==> src/rtl/multicycle_control_unit_pkg.sv <==
// Shared types for the multicycle control unit: FSM states, instruction fields, opcode,
// command, condition and write-data-mux encodings.
package ctrl_pkg;

  typedef enum logic [2:0] {
    FETCH  = 3'd0,
    DECODE = 3'd1,
    EXEC   = 3'd2,
    MEM    = 3'd3,
    WB     = 3'd4,
    FAULT  = 3'd5
  } state_t;

  // Latched instruction word; field order matches {opcodes, operation, condicion}.
  typedef struct packed {
    logic       regoffs;
    logic [3:0] cmd;
    logic       sl;
    logic [1:0] op;
    logic [3:0] cond;
  } ir_t;

  localparam logic [1:0] OP_DATA   = 2'b00;
  localparam logic [1:0] OP_MEM    = 2'b01;
  localparam logic [1:0] OP_BRANCH = 2'b10;
  localparam logic [1:0] OP_UNDEF  = 2'b11;

  localparam logic [3:0] CMD_AND = 4'b0000;
  localparam logic [3:0] CMD_SUB = 4'b0010;
  localparam logic [3:0] CMD_ADD = 4'b0100;
  localparam logic [3:0] CMD_CMP = 4'b1010;
  localparam logic [3:0] CMD_MOV = 4'b1101;

  localparam logic [3:0] COND_EQ = 4'b0000;
  localparam logic [3:0] COND_NE = 4'b0001;
  localparam logic [3:0] COND_CS = 4'b0010;
  localparam logic [3:0] COND_CC = 4'b0011;
  localparam logic [3:0] COND_MI = 4'b0100;
  localparam logic [3:0] COND_PL = 4'b0101;
  localparam logic [3:0] COND_VS = 4'b0110;
  localparam logic [3:0] COND_VC = 4'b0111;
  localparam logic [3:0] COND_HI = 4'b1000;
  localparam logic [3:0] COND_LS = 4'b1001;
  localparam logic [3:0] COND_GE = 4'b1010;
  localparam logic [3:0] COND_LT = 4'b1011;
  localparam logic [3:0] COND_GT = 4'b1100;
  localparam logic [3:0] COND_LE = 4'b1101;
  localparam logic [3:0] COND_AL = 4'b1110;
  localparam logic [3:0] COND_NV = 4'b1111;

  localparam logic [1:0] DI_ALU = 2'b00;
  localparam logic [1:0] DI_OPB = 2'b01;
  localparam logic [1:0] DI_MEM = 2'b10;
  localparam logic [1:0] DI_PC4 = 2'b11;

endpackage

==> src/rtl/multicycle_control_unit_cond_eval.sv <==
// ARM condition-code evaluator: pass = cond holds for the given {N,Z,C,V}.
// Purely combinational, no handshake.
module cond_eval
  import ctrl_pkg::*;
(
  input  logic [3:0] cond,
  input  logic [3:0] nzcv,
  output logic       pass
);

  logic n, z, c, v;
  assign {n, z, c, v} = nzcv;

  always_comb begin
    pass = 1'b0;
    case (cond)
      COND_EQ: pass = z;
      COND_NE: pass = ~z;
      COND_CS: pass = c;
      COND_CC: pass = ~c;
      COND_MI: pass = n;
      COND_PL: pass = ~n;
      COND_VS: pass = v;
      COND_VC: pass = ~v;
      COND_HI: pass = c & ~z;
      COND_LS: pass = ~c | z;
      COND_GE: pass = (n == v);
      COND_LT: pass = (n != v);
      COND_GT: pass = ~z & (n == v);
      COND_LE: pass = z | (n != v);
      COND_AL: pass = 1'b1;
      COND_NV: pass = 1'b0;
      default: pass = 1'b0;
    endcase
  end

endmodule

==> src/rtl/multicycle_control_unit.sv <==
// Multicycle FETCH/DECODE/EXEC/MEM/WB controller with latched IR and NZCV flags register.
// Latency: data/branch 4, store 3+w, load 4+w, cond-fail 2 cycles (w = cycles to mem_ack).
// Backpressure: mem_req held until mem_ack; MEM_TIMEOUT_EN adds a sticky FAULT on a stalled MEM.
module multicycle_control_unit
  import ctrl_pkg::*;
#(
  parameter int         OPALU_W     = 4,
  parameter logic [3:0] FLAGS_RST   = 4'b0000,
  parameter int         TIMEOUT_CYC = 16
) (
  input  logic               clk,
  input  logic               rst,
  input  logic               instr_valid,
  input  logic [5:0]         opcodes,
  input  logic [1:0]         operation,
  input  logic [3:0]         condicion,
  input  logic [3:0]         alu_flags,
  input  logic               mem_ack,
  output logic               ir_load,
  output logic               pc_en,
  output logic               selPC,
  output logic               regWr,
  output logic               selAddB,
  output logic               selAddWr,
  output logic [OPALU_W-1:0] opALU,
  output logic               cin,
  output logic [1:0]         selDiWr,
  output logic               selOperaB,
  output logic               logicalOperation,
  output logic               mem_req,
  output logic               mem_we,
  output logic [3:0]         flags,
  output logic               busy,
  output logic               fault
);

  state_t     state, state_nx;
  ir_t        ir;
  logic [3:0] flags_q;
  logic       cond_pass, is_cmp, flags_ld;

  logic       ir_load_c, pc_en_c, selpc_c, regwr_c, seladdb_c, seladdwr_c;
  logic       cin_c, opb_c, logic_c, mem_req_c, mem_we_c;
  logic [3:0] opalu_c;
  logic [1:0] di_c;

  cond_eval u_cond_eval (
    .cond (ir.cond),
    .nzcv (flags_q),
    .pass (cond_pass)
  );

  assign is_cmp = (ir.cmd == CMD_CMP);

`ifdef MEM_TIMEOUT_EN
  localparam int CNT_W = $clog2(TIMEOUT_CYC + 1);
  logic [CNT_W-1:0] tmo_cnt;
  logic             tmo_hit;

  // Held at zero outside MEM, so every MEM visit starts a fresh count.
  always_ff @(posedge clk) begin
    if (rst || state != MEM) tmo_cnt <= '0;
    else if (!mem_ack)       tmo_cnt <= tmo_cnt + CNT_W'(1);
  end

  assign tmo_hit = (tmo_cnt == CNT_W'(TIMEOUT_CYC - 1));
`endif

  always_ff @(posedge clk) begin
    if (rst) begin
      state   <= FETCH;
      ir      <= '0;
      flags_q <= FLAGS_RST;
    end else begin
      state <= state_nx;
      if (ir_load_c) ir <= ir_t'({opcodes, operation, condicion});
      if (flags_ld)  flags_q <= alu_flags;
    end
  end

  always_comb begin
    state_nx   = state;
    ir_load_c  = 1'b0;
    pc_en_c    = 1'b0;
    selpc_c    = 1'b0;
    regwr_c    = 1'b0;
    seladdb_c  = 1'b0;
    seladdwr_c = 1'b0;
    opalu_c    = 4'b0000;
    cin_c      = 1'b0;
    di_c       = DI_ALU;
    opb_c      = 1'b0;
    logic_c    = 1'b0;
    mem_req_c  = 1'b0;
    mem_we_c   = 1'b0;
    flags_ld   = 1'b0;
    case (state)
      FETCH: begin
        if (instr_valid) begin
          ir_load_c = 1'b1;
          state_nx  = DECODE;
        end
      end
      DECODE: begin
        if (!cond_pass || ir.op == OP_UNDEF) begin
          pc_en_c  = 1'b1;
          state_nx = FETCH;
        end else begin
          state_nx = EXEC;
        end
      end
      EXEC: begin
        case (ir.op)
          OP_DATA: begin
            opalu_c  = is_cmp ? CMD_SUB : ir.cmd;
            cin_c    = (ir.cmd == CMD_SUB) || is_cmp;
            logic_c  = (ir.cmd == CMD_AND);
            opb_c    = ir.regoffs;
            di_c     = (ir.cmd == CMD_MOV) ? DI_OPB : DI_ALU;
            flags_ld = ir.sl || is_cmp;
            state_nx = WB;
          end
          OP_MEM: begin
            seladdb_c = 1'b1;
            opalu_c   = ir.cmd[2] ? CMD_ADD : CMD_SUB;
            opb_c     = ~ir.regoffs;
            state_nx  = MEM;
          end
          default: begin
            opalu_c  = CMD_AND;
            state_nx = WB;
          end
        endcase
      end
      MEM: begin
        mem_req_c = 1'b1;
        mem_we_c  = ~ir.sl;
        if (mem_ack) begin
          if (ir.sl) begin
            state_nx = WB;
          end else begin
            pc_en_c  = 1'b1;
            state_nx = FETCH;
          end
        end
`ifdef MEM_TIMEOUT_EN
        else if (tmo_hit) begin
          state_nx = FAULT;
        end
`endif
      end
      WB: begin
        pc_en_c  = 1'b1;
        state_nx = FETCH;
        case (ir.op)
          OP_DATA: regwr_c = ~is_cmp;
          OP_MEM: begin
            regwr_c = 1'b1;
            di_c    = DI_MEM;
          end
          default: begin
            selpc_c = 1'b1;
            if (ir.cmd[3]) begin
              regwr_c    = 1'b1;
              seladdwr_c = 1'b1;
              di_c       = DI_PC4;
            end
          end
        endcase
      end
`ifdef MEM_TIMEOUT_EN
      FAULT: state_nx = FAULT;
`endif
      default: state_nx = FETCH;
    endcase
  end

  // All outputs are forced low while rst is high, even before the reset edge lands.
  assign ir_load          = ir_load_c & ~rst;
  assign pc_en            = pc_en_c & ~rst;
  assign selPC            = selpc_c & ~rst;
  assign regWr            = regwr_c & ~rst;
  assign selAddB          = seladdb_c & ~rst;
  assign selAddWr         = seladdwr_c & ~rst;
  assign opALU            = rst ? '0 : OPALU_W'(opalu_c);
  assign cin              = cin_c & ~rst;
  assign selDiWr          = rst ? 2'b00 : di_c;
  assign selOperaB        = opb_c & ~rst;
  assign logicalOperation = logic_c & ~rst;
  assign mem_req          = mem_req_c & ~rst;
  assign mem_we           = mem_we_c & ~rst;
  assign flags            = rst ? 4'b0000 : flags_q;
  assign busy             = (state != FETCH) & ~rst;
`ifdef MEM_TIMEOUT_EN
  assign fault            = (state == FAULT) & ~rst;
`else
  assign fault            = 1'b0;
`endif

endmodule
==> config.mk <==
export PLATFORM = sky130hd
export DESIGN_NAME = multicycle_control_unit
export DESIGN_NICKNAME = d
export VERILOG_FILES = /design/src/rtl/multicycle_control_unit_pkg.sv /design/src/rtl/multicycle_control_unit_cond_eval.sv /design/src/rtl/multicycle_control_unit.sv
export SDC_FILE = /design/constraint.sdc
export NUM_CORES = 1
export LEC_CHECK = 0
export ABC_CLOCK_PERIOD_IN_PS = 2000
export CAP_MARGIN = 20
export CORE_UTILIZATION = 35
export CTS_CLUSTER_SIZE = 14
export DETAILED_ROUTE_END_ITERATION = 12
export DONT_BUFFER_PORTS = 1
export GPL_ROUTABILITY_DRIVEN = 0
export PLACE_DENSITY = 0.47
export SYNTH_ARGS = -nofsm -noshare
export SYNTH_HDL_FRONTEND = slang
export SYNTH_SLANG_ARGS = --single-unit
==> constraint.sdc <==
create_clock -name clk -period 2 [get_ports clk]
set_clock_uncertainty 0.2 [all_clocks]
set_input_delay 0.2 -clock clk [delete_from_list [all_inputs] [get_ports clk]]
set_output_delay 0.2 -clock clk [all_outputs]
set_load 0.01 [all_outputs]
* Word level (Yosys, flattened, before mapping)
Cells that the tools add are included.
** Word-level totals
- Register bits after elaboration :: 19
- Bits in latches :: 0
- Bits in writable memories :: 0
- Memory bits (read-only) :: 0
- Output and inout port bits :: 23
- Logic and storage cells :: 114
- Memories :: 0
** Cells by class
- Add/subtract/negate cells :: 0
- $mul :: 0
- Div/mod/pow operators :: 0
- Order comparisons :: 0
- Equal/unequal tests :: 28
- Shifts and indexed selects :: 0
- Multiplexer cells :: 44
- Bitwise gates (word level) :: 24
- Reduce and logical (&&, ||, !) cells :: 11
** Operators by type and width (count)
- 4-bit == test (second input constant) :: 10
- 1-bit 2-to-1 mux :: 24
- 4-bit by 3-bit == test with 1-bit output (second input constant) :: 4
- 4-bit 2-to-1 mux :: 4
- 1-bit one-hot mux with 16 select lines :: 1
- 3-bit 2-to-1 mux :: 5
- 1-bit bitwise AND :: 14
- 4-bit by 2-bit == test with 1-bit output (second input constant) :: 3
- 3-bit one-hot mux with 4 select lines :: 1
- 4-bit logical NOT :: 2
- 1-bit inverter :: 8
- 2-bit one-hot mux with 2 select lines :: 2
- 4-bit one-hot mux with 2 select lines :: 1
- 3-bit by 2-bit == test with 1-bit output (second input constant) :: 2
- 2-bit 2-to-1 mux :: 3
- 4-bit by 1-bit == test with 1-bit output (second input constant) :: 1
- 2-bit inequality test (second input constant) :: 2
- 1-bit one-hot mux with 2 select lines :: 2
- 3-bit by 1-bit == test with 1-bit output (second input constant) :: 1
- 3-bit == test (second input constant) :: 1
- 3-bit logical NOT :: 1
- 1-bit logical OR :: 3
- 1-bit one-hot mux with 3 select lines :: 1
- 3-bit nonzero test :: 1
- 9 further kinds :: 10

* Depth between registers and ports, before layout
Gate-level depths: netlist of run 1.
- Depth after elaboration :: 8
- Mapped depth :: 6

* Cells and area by module
From an unflattened synthesis of run 1, not the netlist that was laid out.
** Second synthesis, totals
- Cells, all modules :: 162
- Area total of the unflattened synthesis :: 1229.9 um2
** Modules (own cells, without submodules)
- multicycle_control_unit :: instances 1, cells an instance 139, area each 1074.8 um2, sequential area each 380.4 um2
- cond_eval :: instances 1, cells an instance 23, area each 155.1 um2, sequential area each 0.0 um2

* Worst setup path before layout of run 1
No wires, ideal clock.
- Path type :: register to output
- Start :: reg state[2]
- End :: out logicalOperation
- Data arrival time :: 1.540 ns
- Setup slack :: 0.060 ns
- Cell stages (with the launch flop) :: 6
- Path through :: dfxtp_1 buf_6 nand2b_4 or4_4 or2_1 nor4b_2
** Between the ends
- Longest elaborated chain between the ends :: 3
** Ends and longest elaborated chain
- start: declaration :: line multicycle_control_unit.sv:37 : state_t state, state_nx;
- start signal: assignment :: line multicycle_control_unit.sv:75 : state <= state_nx;
- 3-bit by 2-bit == test with 1-bit output :: line multicycle_control_unit.sv:97 : case (state)
- 1-bit 2-to-1 mux :: line multicycle_control_unit.sv:97
- 1-bit bitwise AND :: line multicycle_control_unit.sv:189 : assign logicalOperation = logic_c & ~rst;
- end: declaration :: line multicycle_control_unit.sv:29 : output logic logicalOperation,
No other way between the ends.

* Final worst setup path of run 1
- Start :: reg ir[1] in the netlist's numbering
- End :: out pc_en
** Between the ends
- Longest elaborated chain between the ends :: 7
- Elaborated cells on any way between the ends :: 22
** Ends and longest elaborated chain
- start: declaration :: line multicycle_control_unit.sv:38 : ir_t ir;
- start signal: assignment :: line multicycle_control_unit.sv:76 : if (ir_load_c) ir <= ir_t'({opcodes, operation, condicion});
- 4-bit == test, or another cell as far along :: line multicycle_control_unit_cond_eval.sv:16 : case (cond)
- 1-bit one-hot mux with 16 select lines (*) :: line multicycle_control_unit_cond_eval.sv:16
- 1-bit logical NOT (*) :: line multicycle_control_unit.sv:105 : if (!cond_pass || ir.op == OP_UNDEF) begin
- 1-bit logical OR (*) :: line multicycle_control_unit.sv:105
- 1-bit 2-to-1 mux (*) :: line multicycle_control_unit.sv:105
- 1-bit one-hot mux with 3 select lines (*) :: line multicycle_control_unit.sv:97
- 1-bit bitwise AND (*) :: line multicycle_control_unit.sv:180 : assign pc_en = pc_en_c & ~rst;
- end: declaration :: line multicycle_control_unit.sv:20 : output logic pc_en,
Mark *: on every way between the ends. The rest lies on a longest branch, timed or not.

==> results of run 1 <==
path summary, 6_finish.rpt:
path,from,endpoint,slack [ps],depth (start not counted)
max,ir[1],pc_en,-290,6
max reg2reg,state[1],state[0],170,6
min reg2reg,ir[11],ir[11],280,2
min,instr_valid,state[2],30,4
through the flow:
step	total power [W]	util (%)	setup slack (ps)	cells
finish	0.000809	51.4	-286	238
global route	0.000858	51.4	-378	238
CTS	0.000813	50.4	-331	237
detailed placement	0.000568	42.0	-99.9	214
global placement	0.000566	42.0	-52.8	214
floorplan	0.000535	-	59.7	165
cell usage after synthesis (2+ instances only):
| master | count | area share [%] |
|---|---|---|
| nand2_1 | 33 | 10 |
| nor2_1 | 21 | 6.5 |
| dfxtp_1 | 19 | 32 |
| a21oi_1 | 18 | 7.5 |
| clkbuf_1 | 7 | 2.2 |
| nor2b_1 | 6 | 3.1 |
| nor3_1 | 6 | 2.5 |
| mux2i_1 | 5 | 4.1 |
| nand2b_1 | 4 | 2.1 |
| inv_1 | 3 | 0.93 |
| nand3_1 | 3 | 1.2 |
| o21ai_0 | 3 | 1.2 |
| xnor2_1 | 3 | 2.2 |
| a2111oi_0 | 2 | 1.5 |
| a22o_1 | 2 | 1.5 |
| and2_1 | 2 | 1.0 |
| buf_6 | 2 | 1.9 |
| mux2_2 | 2 | 1.9 |
| nor3b_1 | 2 | 1.2 |
| or4_1 | 2 | 1.2 |
routing by layer:
metal | vias to the layer above | GRT usage [%] | routed length [um]
met5 | - | 0 | 0
met1 | 575 | 22.8 | 1470
met2 | 28 | 32.7 | 1500
li1 | 618 | - | -
met3 | 5 | 2.13 | 144
met4 | 0 | 6.82 | 46
power by group:
| part | total (W) | internal [W] | switching (W) |
|---|---|---|---|
| clock | 0.000204 | 0.0000762 | 0.000128 |
| combinational | 0.000185 | 0.0000944 | 0.0000909 |
| sequential | 0.000420 | 0.000397 | 0.0000232 |
| total | 0.000809 | 0.000568 | 0.000242 |
repair_timing:
action,in CTS,in global routing
setup endpoints to repair,8,11
pin swaps,4,2
endpoints found under the hold margin,19,0
gates resized for setup,14,7
hold buffers,19,0
buffers inserted,0,1
cell usage in the layout, fill, tap and decap left out, drive strengths merged, types with 2 or more instances in the layout:
cell type | synthesis | layout
a22o | 2 | 2
xnor2 | 3 | 3
nor2b | 6 | 6
or4 | 3 | 3
a2111oi | 2 | 2
inv | 3 | 3
mux2 | 2 | 2
nor3b | 2 | 2
buf | 4 | 18
nor2 | 21 | 21
clkbuf | 8 | 3
nor4b | 2 | 2
and2 | 2 | 2
dlygate4sd3 | 0 | 19
a21oi | 18 | 18
dfxtp | 19 | 19
nand2b | 5 | 5
nand3 | 3 | 3
nor3 | 6 | 6
nand2 | 33 | 33
a21o | 2 | 2
mux2i | 6 | 6
o21ai | 4 | 4
worst max-delay path: stages (launching register included):
cell and delay (ps):
dfxtp_4 400, mux2i_4 220, xnor2_1 80, a22o_1 220, or4_4 410, o21ai_2 120, buf_4 130
sequential cells by signal, summed over array words and instances (netlist names):
register,flops
flags_q,4
ir,12
state,3
cell type report:
cell class	instances	area, um^2
clock buffer	3	22.5
clock inverter	1	7.51
fill	341	1530
inverter	3	11.3
multi-input combinational	131	806
sequential	19	385
tap	44	55.1
timing repair buffer	37	333
kinds of logic (layout without fill, tap and decap cells):
logic type | after synthesis | after routing | share of synthesized area (%)
buf+inv | 15 | 44 | 6.42
other cells | 1 | 1 | 0.311
simple gates | 88 | 88 | 36.0
compound gates | 31 | 31 | 15.8
xor+xnor | 3 | 3 | 2.18
flops | 19 | 19 | 31.5
mux | 8 | 8 | 7.88
==> reports/metrics.cfg, run 1 <==
[timing]
hold_viol_final=0
max_freq_mhz=437
setup_viol=7
timing.hold.ws_ps=33.1
drv_slew=0
max_slew_margin_pct=57.2
finalCritPeriodShare_pct=114
post-route-min-period_ps=2290
tns_ps=-894
finalWorstSetupSlack_ps=-286
rsz0062_at_grt=yes
worst_pin_slew_ps=640

[worst_setup_path]
required_ps=1600
endpoint_kind=output port
worstSetupPathType=register to output port
cp.arrival_ps=1890
cp-start-kind=register
worstPathMaxFanout=5

[clock_tree]
numCtsBuffers=3
cts_tree=done
path_clk_slew_ps=110
cts.sinks=19
h-tree-depth=1
cts_root_buf=clkbuf_4
clk_path_buf_depth=2
clkLatencyLatePin_ps=310

[drt]
vias=1226
postRouteAntennaNets=0
dr.pass1.iters=4
routed_wl_mm=3.17
vias_per_cell=5.15
drc=0
wire_per_inst_um=13.3
drt_iter0_markers=87

[grt]
antenna_found_initial=0
grt_overflow=0
grtUsageTotal_pct=18.4
grt_pass1_wl_mm=4.97
grt_max_degree=18
grt_pass1_vias=1143

[cells_and_area]
diodes=0
drive_gt1_share_pct=23.2
area_growth_pct=34.2
final_area_um2=1620
num-nets-final=215

[worst_hold_path]
min_path_type=primary input to register

[synth]
syn_inst=165
seq_area_frac_synth_pct=31.5
synth-edff-count=0
synth_ff_type=dfxtp_1
synth-seq-cells=19
synth.avg_cell_area_um2=7.32
synth_fp_nets=185
ys_warn_count=0
syn_area_um2=1210
postSynth.asyncResetShare_pct=0
synth.distinct_cells=40

[place]
hpwl_mm=2.22
portBuffers=0
placed_cell_area_um2=1320

[floorplan]
rows=20
io_pins=43
die_x_um=60.7
dieArea_um2=3690
core_um2=3150
start_util_pct=38.3
die_y_um=60.7

[job]
maxCapViolations=0

[status]
violations=negative setup slack
status=complete, but fails checks

[power]
ir_drop_mv=0.274
cellPowerDensity_nw_per_um2=500
leakagePower_nw=0.636

Note: power is estimated with default switching activity, not from simulation.
==> inputs of run 2 (changes only) <==
--- a/config.mk
+++ b/config.mk
@@ -5,7 +5,7 @@
 export SDC_FILE = /design/constraint.sdc
 export NUM_CORES = 1
 export LEC_CHECK = 0
-export ABC_CLOCK_PERIOD_IN_PS = 2000
+export ABC_CLOCK_PERIOD_IN_PS = 2700
 export CAP_MARGIN = 20
 export CORE_UTILIZATION = 35
 export CTS_CLUSTER_SIZE = 14
==> constraint.sdc (replaced) <==
create_clock -name clk -period 2.7 [get_ports clk]
set_clock_uncertainty 0.2 [all_clocks]
set_input_delay 0.27 -clock clk [delete_from_list [all_inputs] [get_ports clk]]
set_output_delay 0.27 -clock clk [all_outputs]
set_load 0.01 [all_outputs]
==> reports/metrics.cfg, run 2 (synthesis results as in run 1) <==
[timing]
max_freq_mhz=395
post-route-min-period_ps=2530
rsz0062_at_grt=no  ; was yes
max_slew_margin_pct=62.0  ; was 57.2%
timing.hold.ws_ps=115  ; was 33.1 ps
finalCritPeriodShare_pct=93.7
drv_slew=0  ; unchanged
setup_viol=0  ; was 7
hold_viol_final=0  ; unchanged
tns_ps=0  ; was -894 ps
worst_pin_slew_ps=568  ; was 640 ps

[cells_and_area]
diodes=0  ; unchanged
finalNonFillerCells=220  ; was 238
final_cell_mix=nand2_1, nor2_1, dfxtp_1, a21oi_1, dlygate4sd3_1  ; was nand2_1, dlygate4sd3_1, a21oi_1, dfxtp_1, buf_4
register_area_um2=380  ; was 385 um^2
mostFrequentLayoutCell=nand2_1  ; unchanged
multi_input_area_um2=756  ; was 806 um^2
final_area_um2=1420  ; was 1620 um^2
num-nets-final=197  ; was 215
drive_gt1_share_pct=7.95  ; was 23.2%
reg.largest.list=ir: 12 flops, flags_q: 4 flops, state: 3 flops  ; unchanged
top_register=ir  ; unchanged
area_growth_pct=17.4  ; was 34.2%
largest_register_ffs=12  ; unchanged
n_fill_cell=348  ; was 341

[worst_setup_path]
worstSetupPathType=register to output port  ; unchanged
endpoint_kind=output port  ; unchanged
critPathBufInv=0  ; was 1
slowest_delay_ps=520  ; was 410 ps
cp-start-kind=register  ; unchanged
required_ps=2230  ; was 1600 ps
cp.arrival_ps=2060  ; was 1890 ps
worstPathCellList=mux2i_4, xnor2_1, a22o_1, or4_1, o21ai_1  ; was mux2i_4, xnor2_1, a22o_1, or4_4, o21ai_2, buf_4
worstPathMaxFanout=8  ; was 5
slowest_stage=dfxtp_1  ; was or4_4
path_delay_family=flip-flops  ; was simple AND/OR/NAND/NOR gates

[floorplan]
io_pins=43  ; unchanged
start_util_pct=38.3  ; unchanged
die_x_um=60.7  ; unchanged
die_y_um=60.7  ; unchanged
rows=20  ; unchanged
core_um2=3150  ; unchanged
dieArea_um2=3690  ; unchanged

[drt]
drc=0  ; unchanged
routed_wl_mm=2.97  ; was 3.17 mm
drt_iter0_markers=34  ; was 87
vias=1153  ; was 1,226
dr.pass1.iters=4  ; unchanged
vias_per_cell=5.24  ; was 5.15
postRouteAntennaNets=0  ; unchanged
wire_per_inst_um=13.5  ; was 13.3 um

[place]
placed_cell_area_um2=1200  ; was 1320 um^2
dpl.cell_count=198  ; was 214
hpwl_mm=2.03  ; was 2.22 mm
portBuffers=0  ; unchanged

[clock_tree]
clk_path_buf_depth=2  ; unchanged
clkLatencyLatePin_ps=300  ; was 310 ps
path_clk_slew_ps=120  ; was 110 ps
postCtsSetupRepairBufs=0  ; unchanged
numCtsBuffers=3  ; unchanged
cts.sinks=19  ; unchanged
cts_root_buf=clkbuf_4  ; unchanged
h-tree-depth=1  ; unchanged
cts_tree=done  ; unchanged

[worst_hold_path]
min_path_type=primary input to register  ; unchanged

[grt]
antenna_found_initial=0  ; unchanged
grt_max_degree=17  ; was 18
grtUsageTotal_pct=17.3  ; was 18.4%
grt_pass1_wl_mm=4.66  ; was 4.97 mm
grt_pass1_vias=1062  ; was 1,143
grt_overflow=0  ; unchanged

[power]
cellPowerDensity_nw_per_um2=399  ; was 500 nW/um^2
ir_drop_mv=0.181  ; was 0.274 mV
leakagePower_nw=0.551  ; was 0.636 nW

[job]
maxCapViolations=0  ; unchanged

[status]
status=complete, no violations  ; was complete, but fails checks

## run 2: changes by cell type in the layout (fill, tap and decap cells not counted), sizes merged
cell	before	now
buf	18	1
clkinv	0	1
clkinvlp	1	0
dlygate4sd3	19	18
## run 2: repair_timing
action | in CTS | in global routing
gates resized for setup | 0 | 1
hold endpoints to repair | 19 | 0
endpoints found under the setup margin | 0 | 1
hold buffers | 18 | 0
## run 2: layout make-up
class / count / area share [%]
clock buffer: 3 / 1.59
clock inverter: 1 / 0.353
inverter: 3 / 0.794
multi-input combinational: 131 / 53.3
sequential: 19 / 26.8
tap: 44 / 3.88
timing repair buffer: 19 / 13.2
## run 2: worst paths after layout
path / startpoint / to / slack [ps] / cells past startpoint
min reg2reg: ir[11] / ir[11] / 290 / 2
min: instr_valid / state[2] / 110 / 4
max reg2reg: state[1] / flags_q[0] / 260 / 6
max: ir[1] / pc_en / 170 / 5
## run 2: routing by layer
layer / routed length [um] / global-route usage [%] / share of wire (%)
met1: 1330 / 19.9 / 45
met3: 156 / 2.35 / 5.3
met4: 27 / 7.79 / 0.91
met2: 1450 / 31.6 / 49
met5: 0 / 0 / 0
## run 2: report_power, final
part / internal (W) / switching, W
Clock: 0.0000551 / 0.0000921
Combinational: 0.0000494 / 0.0000506
Sequential: 0.000294 / 0.0000249
Total: 0.000399 / 0.000167
## run 2: tightest hold or removal path, stage by stage
cell,delay [ps]
nor3_1,120
nor2_1,60
o21ai_0,70
a2111oi_0,60
## run 2: through the flow
stage               power (W)  util (%)  worst slack (ps)
CTS                  0.000576      44.8              5.66
finish               0.000566      45.0               171
floorplan            0.000396         -               690
global placement     0.000404      38.2               529
detailed placement   0.000406      38.2               495
global route         0.000605      45.0              66.7
